[config.mk]
export PLATFORM = sky130hd
export DESIGN_NAME = cla_adder_pipe
export DESIGN_NICKNAME = d
export VERILOG_FILES = /design/src/rtl/cla_adder_pipe.sv
export SDC_FILE = /design/constraint.sdc
export NUM_CORES = 1
export LEC_CHECK = 0
export BUFFER_PORTS_ARGS = -buffer_cell sky130_fd_sc_hd__buf_2
export CAP_MARGIN = 20
export CORE_AREA = 3 3 74 104
export DETAILED_ROUTE_END_ITERATION = 6
export DIE_AREA = 0 0 77 107
export PLACE_DENSITY = 0.68
export SLEW_MARGIN = 15
export SYNTH_ARGS = -nofsm -noshare
export SYNTH_HDL_FRONTEND = slang
export SYNTH_SLANG_ARGS = --single-unit
[constraint.sdc]
create_clock -name clk -period 4.3 [get_ports clk]
set_input_delay 0.86 -clock clk [delete_from_list [all_inputs] [get_ports clk]]
set_output_delay 0.86 -clock clk [all_outputs]
set_load 0.05 [all_outputs]
[src/rtl/cla_adder_pipe.sv]
// Pipelined two-level carry-lookahead adder/subtractor.
// Bit and group propagate/generate are registered first; group and bit carries resolve in the last stage.
module cla_adder_pipe #(
  parameter int WIDTH  = 16,
  parameter int STAGES = 2
) (
  input  logic             clk,
  input  logic             rst,
  input  logic             in_valid,
  output logic             in_ready,
  input  logic [WIDTH-1:0] a,
  input  logic [WIDTH-1:0] b,
  input  logic             sub,
  input  logic             cin,
  output logic             out_valid,
  input  logic             out_ready,
  output logic [WIDTH-1:0] sum,
  output logic             cout,
  output logic             ovf,
  output logic             g_out,
  output logic             p_out
);

  localparam int NG  = WIDTH / 4;
  localparam int PGW = 2*WIDTH + 2*NG + 1;
  localparam int RW  = WIDTH + 4;

  logic [WIDTH-1:0] be, gb, pb;
  logic             c0;
  logic [NG-1:0]    gg, pg;
  logic [PGW-1:0]   pg_in, pg_last;

  assign be    = b ^ {WIDTH{sub}};
  assign c0    = sub ? ~cin : cin;
  assign gb    = a & be;
  assign pb    = a ^ be;
  assign pg_in = {gb, pb, gg, pg, c0};

  always_comb begin
    gg = '0;
    pg = '0;
    for (int j = 0; j < NG; j++) begin
      gg[j] = gb[4*j+3]
            | (pb[4*j+3] & gb[4*j+2])
            | (pb[4*j+3] & pb[4*j+2] & gb[4*j+1])
            | (pb[4*j+3] & pb[4*j+2] & pb[4*j+1] & gb[4*j]);
      pg[j] = &pb[4*j +: 4];
    end
  end

  // Second-level lookahead: every group carry is a flat sum of products.
  function automatic logic [RW-1:0] finish(input logic [PGW-1:0] x);
    logic [WIDTH-1:0] g, p;
    logic [NG-1:0]    gx, px;
    logic [NG:0]      cg;
    logic [WIDTH:0]   c;
    logic             cx, t, gw;
    g  = x[PGW-1 -: WIDTH];
    p  = x[PGW-1-WIDTH -: WIDTH];
    gx = x[2*NG -: NG];
    px = x[NG -: NG];
    cx = x[0];
    gw = 1'b0;
    c  = '0;
    for (int j = 0; j <= NG; j++) begin
      cg[j] = cx;
      for (int m = 0; m < j; m++) cg[j] = cg[j] & px[m];
      for (int k = 0; k < j; k++) begin
        t = gx[k];
        for (int m = k + 1; m < j; m++) t = t & px[m];
        cg[j] = cg[j] | t;
      end
    end
    for (int j = 0; j < NG; j++) begin
      for (int i = 0; i < 4; i++) begin
        c[4*j+i] = cg[j];
        for (int m = 0; m < i; m++) c[4*j+i] = c[4*j+i] & p[4*j+m];
        for (int k = 0; k < i; k++) begin
          t = g[4*j+k];
          for (int m = k + 1; m < i; m++) t = t & p[4*j+m];
          c[4*j+i] = c[4*j+i] | t;
        end
      end
    end
    c[WIDTH] = cg[NG];
    for (int k = 0; k < NG; k++) begin
      t = gx[k];
      for (int m = k + 1; m < NG; m++) t = t & px[m];
      gw = gw | t;
    end
    return {p ^ c[WIDTH-1:0], c[WIDTH], c[WIDTH] ^ c[WIDTH-1], gw, &px};
  endfunction

  logic [STAGES-1:0] v_q, v_d, rdy, vin, ld;
  logic [RW-1:0]     res_q, res_d;
  logic              acc;

  assign acc = in_valid & rdy[0];

  genvar k;
  for (k = 0; k < STAGES; k++) begin : g_hs
    // A stage can take data if it or any stage after it is empty.
    assign rdy[k] = out_ready | ~(&v_q[STAGES-1:k]);
    if (k == 0) begin : g_first
      assign vin[k] = acc;
    end else begin : g_next
      assign vin[k] = v_q[k-1];
    end
  end

  assign ld = rdy & vin;

  always_comb begin
    v_d = v_q;
    for (int s = 0; s < STAGES; s++)
      if (rdy[s]) v_d[s] = vin[s];
  end

  always_ff @(posedge clk) begin
    if (rst) v_q <= '0;
    else     v_q <= v_d;
  end

  if (STAGES == 1) begin : g_one
    assign pg_last = pg_in;
  end else begin : g_multi
    logic [PGW-1:0] pg_q [STAGES-1];
    always_ff @(posedge clk) begin
      if (ld[0]) pg_q[0] <= pg_in;
      for (int s = 1; s < STAGES - 1; s++)
        if (ld[s]) pg_q[s] <= pg_q[s-1];
    end
    assign pg_last = pg_q[STAGES-2];
  end

  assign res_d = finish(pg_last);

  always_ff @(posedge clk) begin
    if (rst)                  res_q <= '0;
    else if (ld[STAGES-1])    res_q <= res_d;
  end

  assign in_ready  = rdy[0];
  assign out_valid = v_q[STAGES-1];
  assign {sum, cout, ovf, g_out, p_out} = res_q;

endmodule

==> results.py, run 1 <==
metrics = {
    "synthesis": {
        "syn_area_per_cell_sq_um": 11.9,
        "synth_seq_area_share_pct": 56.6,
        "synthesis.area_sq_mm": 0.00274,
        "syn_nets": 289,
        "netlist-cell-type-count": 30,
        "synthCells": 231,
        "ys_seq_elements": 59,
        "yosys_warnings": 0,
    },
    "floorplan": {
        "start_util_pct": 39.8,
        "die-area_sq_mm": 0.00824,
        "rows": 36,
        "core_area_sq_mm": 0.00689,
        "io_pins": 60,
        "fp.dieH_microns": 107,
        "die_w_microns": 77,
    },
    "grt": {
        "grt_pass1_wl_microns": 8740,
        "grt_remaining_overflow": 0,
        "antenna_found_initial": 0,
        "grt_max_degree": 38,
        "grt_usage_pct": 13.8,
        "grt_pass1_vias": 1901,
    },
    "routing": {
        "drc": 0,
        "antenna_left": 0,
        "post_drt_via_cell_ratio": 4.82,
        "drtIter0Drc": 95,
        "via_count": 1896,
        "drt_wl_total_microns": 5170,
        "dr.pass1.iters": 4,
        "wire_per_inst_microns": 13.2,
    },
    "sta": {
        "setup_viol": 0,
        "relSlewSlack_pct": 49.9,
        "period_needed_ps": 2290,
        "slew_violations": 0,
        "rsz0062_at_grt": "false",
        "fin_setup_tns_ps": 0,
        "skew_ps": 5.11,
        "max_freq_mhz": 436,
        "tightest_slew_ps": 750,
        "finalCritPeriodShare_pct": 53.4,
        "layout_setup_ws_ps": 2010,
        "finalHoldViolCount": 0,
    },
    "worst_setup_path": {
        "crit_buf_inv": 2,
        "cp-start-kind": "primary input",
        "rrSetupSlack_ps": 2220,
        "endpoint_kind": "output pin",
        "rr_endpoint": "res_q[17]",
        "cp_max_fo": 3,
        "cp.depth": 4,
        "path_cells": "buf_2, nor2b_1, nand2_1, buf_2",
        "startpoint": "out_ready",
        "critPathRequiredTime_ps": 3440,
        "cpMostUsedCell": "buf_2",
        "crit-reg2reg-launch": "g_multi.pg_q[0][0]",
        "endpoint": "in_ready",
        "r2r_cells": 7,
        "crit_type": "primary input to output pin",
        "critPathTopFamily": "buffers and inverters",
        "slowest_delay_ps": 210,
        "cp_slowest_cell": "buf_2",
        "arrival_ps": 1430,
    },
    "worst_hold_path": {
        "min_path_type": "register to register",
    },
    "finish": {
        "antenna_cells": 0,
        "drive_above_1_share_pct": 25.5,
        "nets": 351,
        "area_growth_syn_to_layout_pct": 22.2,
    },
    "placement": {
        "routabilityCongestion": 0.759,
        "io_buffers": 59,
        "place_ws_ps": 1870,
        "dp_hpwl_microns": 3830,
    },
    "clock_network": {
        "numCtsBuffers": 9,
        "hold_buffers": 0,
        "cts_htree_levels": 3,
        "clock_sinks": 59,
        "cts_buffer_depth": 2,
        "clk_pin_slew_ps": 60,
        "clk_latency_ps": 330,
        "postCtsSetupRepairBufs": 0,
        "ctsResizeCount": 0,
        "tritoncts": "done",
        "root_buffer": "clkbuf_8",
    },
    "job": {
        "maxCapViolCount": 0,
    },
    "pwr": {
        "leakagePower_uw": 0.00142,
        "vdd_drop_max_mv": 0.198,
        "p_per_area_mw_per_mm2": 458,
    },
    "status": {
        "status": "finished clean",
    },
}
-- Yosys cell counts (all sizes together) --
library cell	number	area share, %
o211ai	1	0.27
o21a	1	0.27
nor3b	3	0.82
a221oi	1	0.55
nand2	16	2.2
and4	4	1.3
nor4b	3	0.96
nor2	14	1.9
nand3b	5	1.4
edfxtp	37	41
dfxtp	22	16
a211oi	3	0.82
xor2	19	6.1
a211o	3	0.96
a21o	4	1.1
nor3	4	0.73
a21oi	19	3.5
clkbuf	3	0.41
o21ai	13	2.4
ha	20	9.1
xnor2	4	1.3
or3	4	0.91
buf	6	1.5
nand3	4	0.73
and2	2	0.46
and3	1	0.41
nor2b	6	1.4
nand2b	9	2.1
-- power by group --
| group | internal, uW | leakage [uW] | total (uW) | switching (uW) |
|---|---|---|---|---|
| Clock | 396 | 0.000121 | 605 | 210 |
| Sequential | 663 | 0.000548 | 688 | 25.6 |
| Combinational | 90.0 | 0.000751 | 241 | 151 |
| Total | 1150 | 0.00142 | 1530 | 386 |
-- per-stage QoR --
step | hold slack (ps) | area (sq um) | total power (uW) | utilization [%] | instances
floorplan | 496 | 2740 | 872 | - | 231
global placement | 436 | 3110 | 938 | 45.1 | 377
detailed placement | 442 | 3110 | 944 | 45.1 | 377
CTS | 451 | 3350 | 1550 | 48.6 | 393
global route | 473 | 3350 | 1610 | 48.6 | 393
finish | 446 | 3350 | 1530 | 48.6 | 393
-- how the worst min path moves through the flow --
stage                     slack, ps  depth (start not counted)  startpoint        to
after global routing            470                          2    res_q[5]  res_q[5]
after global placement          440                          2    res_q[5]  res_q[5]
after detailed placement        440                          2    res_q[5]  res_q[5]
after CTS                       450                          2    res_q[5]  res_q[5]
after floorplan                 500                          2      v_q[0]    v_q[1]
final                           450                          2    res_q[5]  res_q[5]
-- flip-flops by register name, indices dropped and copies added, names as in the netlist --
name	flops
g_multi.pg_q	37
res_q	20
v_q	2
-- placed cells by master, fill, tap and decap left out, types with 9 or more instances in the layout --
cell and count:
nand2b_1 9, edfxtp_1 37, clkbuf_8 10, buf_2 59
dfxtp_1 22, nor2_1 14, a21oi_1 19, xor2_1 19
o21ai_0 13, nand2_1 16, ha_1 20
-- per-layer routing --
layer / global-route usage [%] / share of wire, % / vias to the layer above
met5: 0 / 0 / -
met4: 8.14 / 2.5 / 0
met3: 3.70 / 5.6 / 10
met2: 22.4 / 49 / 48
met1: 16.2 / 43 / 874
li1: - / - / 964
-- worst min-delay path: cells and delay by family (launching register included) --
family	cells	cell delay, ps
compound gates	1	50
flops	1	300
simple gates	1	50
-- layout make-up --
cell class,count,area (sq um)
clock inverters,6,103
multi-input cells,163,1140
repair buffers,60,303
well taps,95,119
clock buffers,10,138
flip-flops and latches,59,1550
fillers,648,3540
-- cell families after synthesis --
group	Yosys count	synth area share, %
buffers and inverters	9	1.92
and+or+nand+nor	75	15.2
xor gates and xnor gates	23	7.35
AOI/OAI and AO/OA	45	9.81
DFF	59	56.6
adders and majority gates	20	9.13
Note: power is estimated with default switching activity, not from simulation.
==> run 2, diff against run 1 <==
- ABC_AREA: not set -> 1
- CORE_AREA: 3 3 74 104 -> 3 3 75 105
- DIE_AREA: 0 0 77 107 -> 0 0 78 108
- PLACE_DENSITY: 0.68 -> 0.7
- clock period: 4.3 -> 2 ns (I/O delays scaled with it)
==> run 2 against run 1 <==
  * Sequential power increased by 120%
  * Count of clock-buffer cells in the layout increased by 2
  * Hold slack got worse by 75 ps
  * Cell count increased by 9.2%
  * Non-clock buffer count unchanged
  * Utilization decreased by 0.77 points
  * Die area increased by 2.2%
  * First-iteration DRC count decreased by 8.4%
  * Clock power increased by 52%
  * Register-to-register slack got worse by 1900 ps
  * Wire length decreased by 1.4%
  * Sequential share of layout area decreased by 0.16 points
  * Critical endpoint is now res_q[19]
  * Highest routed layer unchanged
==> results.py, run 2 <==
metrics = {
    "floorplan": {
        "io_pins": 60,
        "die-area_sq_mm": 0.00842,
        "core_area_sq_mm": 0.00703,
        "fp.dieH_microns": 108,
        "die_w_microns": 78,
        "start_util_pct": 39.7,
        "rows": 36,
    },
    "routing": {
        "via_count": 1959,
        "post_drt_via_cell_ratio": 4.57,
        "wire_per_inst_microns": 11.9,
        "drc": 0,
        "antenna_left": 0,
        "dr.pass1.iters": 4,
        "drtIter0Drc": 87,
        "drt_wl_total_microns": 5100,
    },
    "clock_network": {
        "cts_htree_levels": 3,
        "clock_sinks": 59,
        "cts_buffer_depth": 2,
        "clk_pin_slew_ps": 60,
        "tritoncts": "done",
        "clk_latency_ps": 320,
        "postCtsSetupRepairBufs": 0,
        "ctsResizeCount": 0,
        "root_buffer": "clkbuf_8",
        "hold_buffers": 0,
        "numCtsBuffers": 9,
    },
    "synthesis": {
        "synthCells": 265,
        "synth-main-ff-cell": "edfxtp_1",
        "synthesis.area_sq_mm": 0.00279,
        "syn_area_per_cell_sq_um": 10.5,
        "yosysTopAreaCell": "edfxtp_1",
        "synth_seq_area_share_pct": 55.6,
        "async_flop_share_pct": 0,
        "syn_nets": 323,
        "synthTopCellsByArea": "edfxtp_1 40%, dfxtp_1 16%, ha_1 9.0%, xor2_1 8.2%, nor2_1 5.0%",
        "synth_commonest_cells": "37 x edfxtp_1, 37 x nor2_1, 26 x xor2_1",
        "synth.top_cell.area_share_pct": 39.8,
        "netlist-cell-type-count": 26,
        "yosys_warnings": 0,
        "synth_edf_count": 37,
        "ys_seq_elements": 59,
    },
    "grt": {
        "antenna_found_initial": 0,
        "grt_usage_pct": 12.5,
        "grt_pass1_vias": 1842,
        "grt_max_degree": 38,
        "grt_remaining_overflow": 0,
        "grt_pass1_wl_microns": 8170,
    },
    "pwr": {
        "power.internal_uw": 2110,
        "power_frac_comb_pct": 19.3,
        "p_per_area_mw_per_mm2": 886,
        "net-switching-power_uw": 867,
        "switching_share_pct": 29.1,
        "leakagePower_uw": 0.00156,
        "clkPwrFrac_pct": 31.0,
        "vdd_drop_max_mv": 0.397,
        "seq_power_share_pct": 49.8,
    },
    "worst_setup_path": {
        "crit_type": "register to register",
        "endpoint_kind": "register",
        "critPathRequiredTime_ps": 2220,
        "r2r_cells": 10,
        "cp-start-kind": "register",
        "arrival_ps": 1910,
        "rrSetupSlack_ps": 310,
        "rr_endpoint": "res_q[19]",
        "cp_max_fo": 5,
        "crit-reg2reg-launch": "g_multi.pg_q[0][3]",
    },
    "finish": {
        "largest_register": "g_multi.pg_q",
        "nets": 387,
        "fillers": 696,
        "drive_above_1_share_pct": 25.4,
        "antenna_cells": 0,
        "area_growth_syn_to_layout_pct": 20.4,
        "multi_input_area_sq_mm": 0.00110,
        "final_cell_mix": "59 x buf_2, 37 x edfxtp_1, 36 x nor2_1, 26 x xor2_1, 25 x inv_1",
        "largest_reg_flops": 37,
        "largestRegisters": "g_multi.pg_q x37, res_q x20, v_q x2",
        "layout_commonest_cell": "buf_2",
        "fin_cells": 429,
        "seq_area_sq_mm": 0.00155,
    },
    "placement": {
        "dp_hpwl_microns": 3840,
        "io_buffers": 59,
        "dpl.cell_count": 413,
        "routabilityCongestion": 0.814,
    },
    "sta": {
        "fin_setup_tns_ps": 0,
        "finalHoldViolCount": 0,
        "skew_ps": 6.51,
        "finalCritPeriodShare_pct": 84.5,
        "slew_violations": 0,
        "setup_viol": 0,
        "rsz0062_at_grt": "false",
        "max_freq_mhz": 591,
        "relSlewSlack_pct": 34.3,
        "period_needed_ps": 1690,
        "tightest_slew_ps": 983,
    },
    "worst_hold_path": {
        "min_to": "v_q[1]",
        "hp-start": "out_ready",
        "holdPathStages": 4,
        "min_path_type": "primary input to register",
    },
    "job": {
        "maxCapViolCount": 0,
    },
    "status": {
        "status": "finished clean",
    },
}
==> run 2: changes by cell type in the layout (fill, tap and decap cells not counted), moves of 7 or more <==
cell	previous run	this run
inv_1	0	25
nor2_1	14	36
nand3_1	4	15
nand2b_1	9	0
xor2_1	19	26
==> run 2: critical path: stages (launching register included) <==
cell	delay (ps)
edfxtp_1	450
nand3_1	140
nand4_2	120
ha_1	220
nor2_4	150
o21bai_4	70
nand2_2	60
nand2_2	60
xor2_1	140
o21bai_1	110
inv_1	50
==> run 2: stage by stage <==
stage                     setup WS, ps  area, sq um  total power, uW  hold slack (ps)  util [%]
after floorplan                    308         2800             1930              462         -
after global placement             210         3190             2080              457      45.4
after detailed placement           166         3190             2090              472      45.4
after CTS                          293         3360             3020              353      47.8
after global routing               193         3360             3140              370      47.8
final                              309         3360             2980              371      47.8
==> run 2: power groups by stage <==
stage	clock, uW	sequential, uW	combinational [uW]
after global placement	0	1500	573
after CTS	954	1480	583
after detailed placement	0	1510	580
final	922	1480	574
after floorplan	0	1610	310
after global routing	1010	1490	638
==> run 2: cell type report <==
cell class | instances | area share (%)
Clock inverter | 4 | 0.782
Multi-Input combinational cell | 172 | 32.8
Timing Repair Buffer | 60 | 9.38
Tap cell | 95 | 3.54
Clock buffer | 12 | 4.32
Inverter | 27 | 3.01
Sequential cell | 59 | 46.1
==> run 2: routing by layer <==
metal	share of wire (%)	wire [microns]	GRT usage (%)
met4	2.2	112	6.13
met1	43	2180	13.8
met5	0	0	0
met2	50	2560	22.1
met3	5.0	253	3.50
==> run 2: cells by family after synthesis <==
logic type | count (synthesis) | share of synthesized area, %
adder cells (fa/ha/maj) | 20 | 8.96
flip-flops | 59 | 55.6
XOR/XNOR | 26 | 8.15
AND/OR/NAND/NOR | 85 | 13.6
buffers and inverters | 34 | 5.20
AO/OA/AOI/OAI | 41 | 8.56
==> run 2: how the worst max path moves through the flow <==
stage / startpoint / end / slack, ps
4_1_cts: g_multi.pg_q[0][3] / res_q[19] / 290
3_3_place_gp: out_ready / g_multi.pg_q[0][31] / 210
2_1_floorplan: sub / g_multi.pg_q[0][5] / 310
3_5_place_dp: out_ready / g_multi.pg_q[0][10] / 170
5_1_grt: g_multi.pg_q[0][3] / res_q[19] / 190
6_report: g_multi.pg_q[0][3] / res_q[19] / 310
==> run 3, diff against run 2 <==
- ABC_AREA: 1 -> 0
- CORE_AREA: 3 3 75 105 -> 3 3 74 104
- DIE_AREA: 0 0 78 108 -> 0 0 77 107
- clock period: 2 -> 1.55 ns (I/O delays scaled with it)
==> run 3 against run 2 <==
  * The run now ends with negative setup slack left
  * Hold slack worse by 170 ps
  * Register-to-register slack worse by 670 ps
  * Fmax is 12% lower
  * Wire length is 14% higher
  * Die area is 2.2% lower
  * Sequential power is 30% higher
  * Cell count is 2.8% lower
  * Clock skew is 2.2 ps higher
  * Power is 38% higher
  * Sequential cell count stayed put
  * Largest cell class unchanged
==> results.py, run 3 (synthesized netlist as in run 1, its figures left out) <==
metrics = {
    "status": {
        "status": "finished with violations",
        "violations": "negative setup slack",
    },
    "routing": {
        "top_layer": "met4",
        "dr.pass1.iters": 5,
        "drt_wl_total_microns": 5830,
        "wl_met3_microns": 329,
        "wl_met1_microns": 2240,
        "via_count": 1997,
        "met2_length_microns": 3170,
        "antenna_left": 0,
        "drtIter0Drc": 59,
        "drc": 0,
        "wire_per_inst_microns": 14.0,
        "post_drt_via_cell_ratio": 4.79,
    },
    "floorplan": {
        "core_area_sq_mm": 0.00689,
        "start_util_pct": 39.8,
        "die-area_sq_mm": 0.00824,
        "io_pins": 60,
        "rows": 36,
        "fp.dieH_microns": 107,
        "die_w_microns": 77,
    },
    "worst_setup_path": {
        "rr_endpoint": "res_q[2]",
        "cp_max_fo": 3,
        "cpMostUsedCell": "a21o_1",
        "slowest_delay_ps": 430,
        "critPathRequiredTime_ps": 1800,
        "path_cells": "a21o_1, a21o_1, a21o_1, ha_4, o211ai_1, nand2_1, xor2_1, a211oi_1",
        "critPathTopFamily": "compound AO/OA/AOI/OAI gates",
        "cp_slowest_cell": "edfxtp_1",
        "arrival_ps": 2160,
        "endpoint_kind": "register",
        "cp-start-kind": "register",
        "rrSetupSlack_ps": -360,
        "crit_buf_inv": 0,
        "crit_type": "register to register",
        "r2r_cells": 8,
        "crit-reg2reg-launch": "g_multi.pg_q[0][0]",
    },
    "clock_network": {
        "clk_latency_ps": 340,
        "cts_htree_levels": 3,
        "root_buffer": "clkbuf_8",
        "clk_pin_slew_ps": 70,
        "clock_sinks": 59,
        "cts_buffer_depth": 2,
        "tritoncts": "done",
        "numCtsBuffers": 9,
    },
    "finish": {
        "largest_register": "g_multi.pg_q",
        "largestRegisters": "g_multi.pg_q x37, res_q x20, v_q x2",
        "drive_above_1_share_pct": 38.5,
        "multi_input_area_sq_mm": 0.00128,
        "area_growth_syn_to_layout_pct": 33.0,
        "fin_area_sq_mm": 0.00364,
        "largest_reg_flops": 37,
        "final_cell_mix": "58 x buf_2, 37 x edfxtp_1, 21 x buf_4, 21 x dfxtp_1, 19 x xor2_1",
        "seq_area_sq_mm": 0.00156,
        "layout_commonest_cell": "buf_2",
        "antenna_cells": 0,
        "nets": 375,
        "fillers": 613,
    },
    "worst_hold_path": {
        "min_path_type": "primary input to register",
        "holdPathStages": 3,
        "hp-start": "in_valid",
        "min_to": "v_q[0]",
    },
    "sta": {
        "relSlewSlack_pct": 70.2,
        "tightest_slew_ps": 447,
        "rsz0062_at_grt": "true",
        "slew_violations": 0,
        "setup_viol": 11,
        "finalCritPeriodShare_pct": 123,
        "finalHoldViolCount": 0,
        "period_needed_ps": 1910,
        "skew_ps": 8.67,
        "layout_setup_ws_ps": -362,
        "max_freq_mhz": 523,
    },
    "job": {
        "maxCapViolCount": 0,
    },
    "placement": {
        "dp_hpwl_microns": 4150,
        "place_ws_ps": -315,
        "place_area_sq_mm": 0.00331,
        "io_buffers": 59,
        "routabilityCongestion": 0.720,
    },
    "grt": {
        "grt_pass1_wl_microns": 8980,
        "grt_remaining_overflow": 0,
        "grt_pass1_vias": 1969,
        "antenna_found_initial": 0,
        "grt_usage_pct": 14.2,
        "grt_max_degree": 38,
    },
    "pwr": {
        "leakagePower_uw": 0.00156,
        "vdd_drop_max_mv": 0.539,
        "p_per_area_mw_per_mm2": 1130,
    },
}
==> run 3: cell types whose count changed in the layout (fill, tap and decap cells not counted), sizes merged, moves of 7 or more <==
| cell | change |
|---|---|
| nand4 | -7 |
| nand2b | +9 |
| buf | +23 |
| nand3 | -11 |
| xor2 | -7 |
| nand2 | -9 |
| inv | -27 |
| nor2 | -24 |
==> run 3: where the power goes <==
group | leakage, uW | switching, uW | total (uW) | internal, uW
Sequential | 0.000549 | 89.5 | 1930 | 1840
Clock | 0.000100 | 590 | 1310 | 721
Combinational | 0.000913 | 481 | 861 | 380
==> run 3: worst register-to-register path, cell delays in order (launching register included) <==
cell      delay (ps)
edfxtp_1         430
a21o_1           200
a21o_1           180
a21o_1           200
ha_4             170
o211ai_1         140
nand2_1          130
xor2_1           170
a211oi_1         220
==> run 3: cell type report <==
type,count,share of cell area (%)
repair buffers,84,14.0
well taps,95,3.26
multi-input cells,163,35.1
flip-flops and latches,59,42.7
clock inverters,7,1.61
clock buffers,9,3.40
==> run 3: routing by layer <==
layer	track usage (%)	up-vias
li1	-	1012
met1	14.4	924
met2	25.7	54
met3	4.71	7
met4	7.63	0
met5	0	-
==> run 3: worst max path at each step <==
stage | from | endpoint | cells after the start
after floorplan | g_multi.pg_q[0][1] | res_q[2] | 8
after global placement | g_multi.pg_q[0][1] | res_q[2] | 8
after detailed placement | sub | g_multi.pg_q[0][5] | 7
after CTS | g_multi.pg_q[0][0] | res_q[2] | 8
after global routing | g_multi.pg_q[0][0] | res_q[2] | 8
final | g_multi.pg_q[0][0] | res_q[2] | 8
==> run 3: metrics by stage <==
step | cells | TNS, ps | util [%] | power [uW] | hold WS, ps
after CTS | 416 | -2020 | 52.1 | 4090 | 184
final | 417 | -2150 | 52.9 | 4100 | 198
after global routing | 417 | -3090 | 52.9 | 4290 | 207
after floorplan | 231 | -704 | - | 2440 | 427
after global placement | 397 | -3460 | 48.0 | 2690 | 441
after detailed placement | 397 | -4290 | 48.0 | 2710 | 443
==> run 3: repair_timing <==
action                                  in CTS  in global routing
setup buffers                                3                  2
resized for setup                           17                 13
hold buffers                                 0                  0
endpoints found under the setup margin      11                 16
pin swaps                                   13                 10
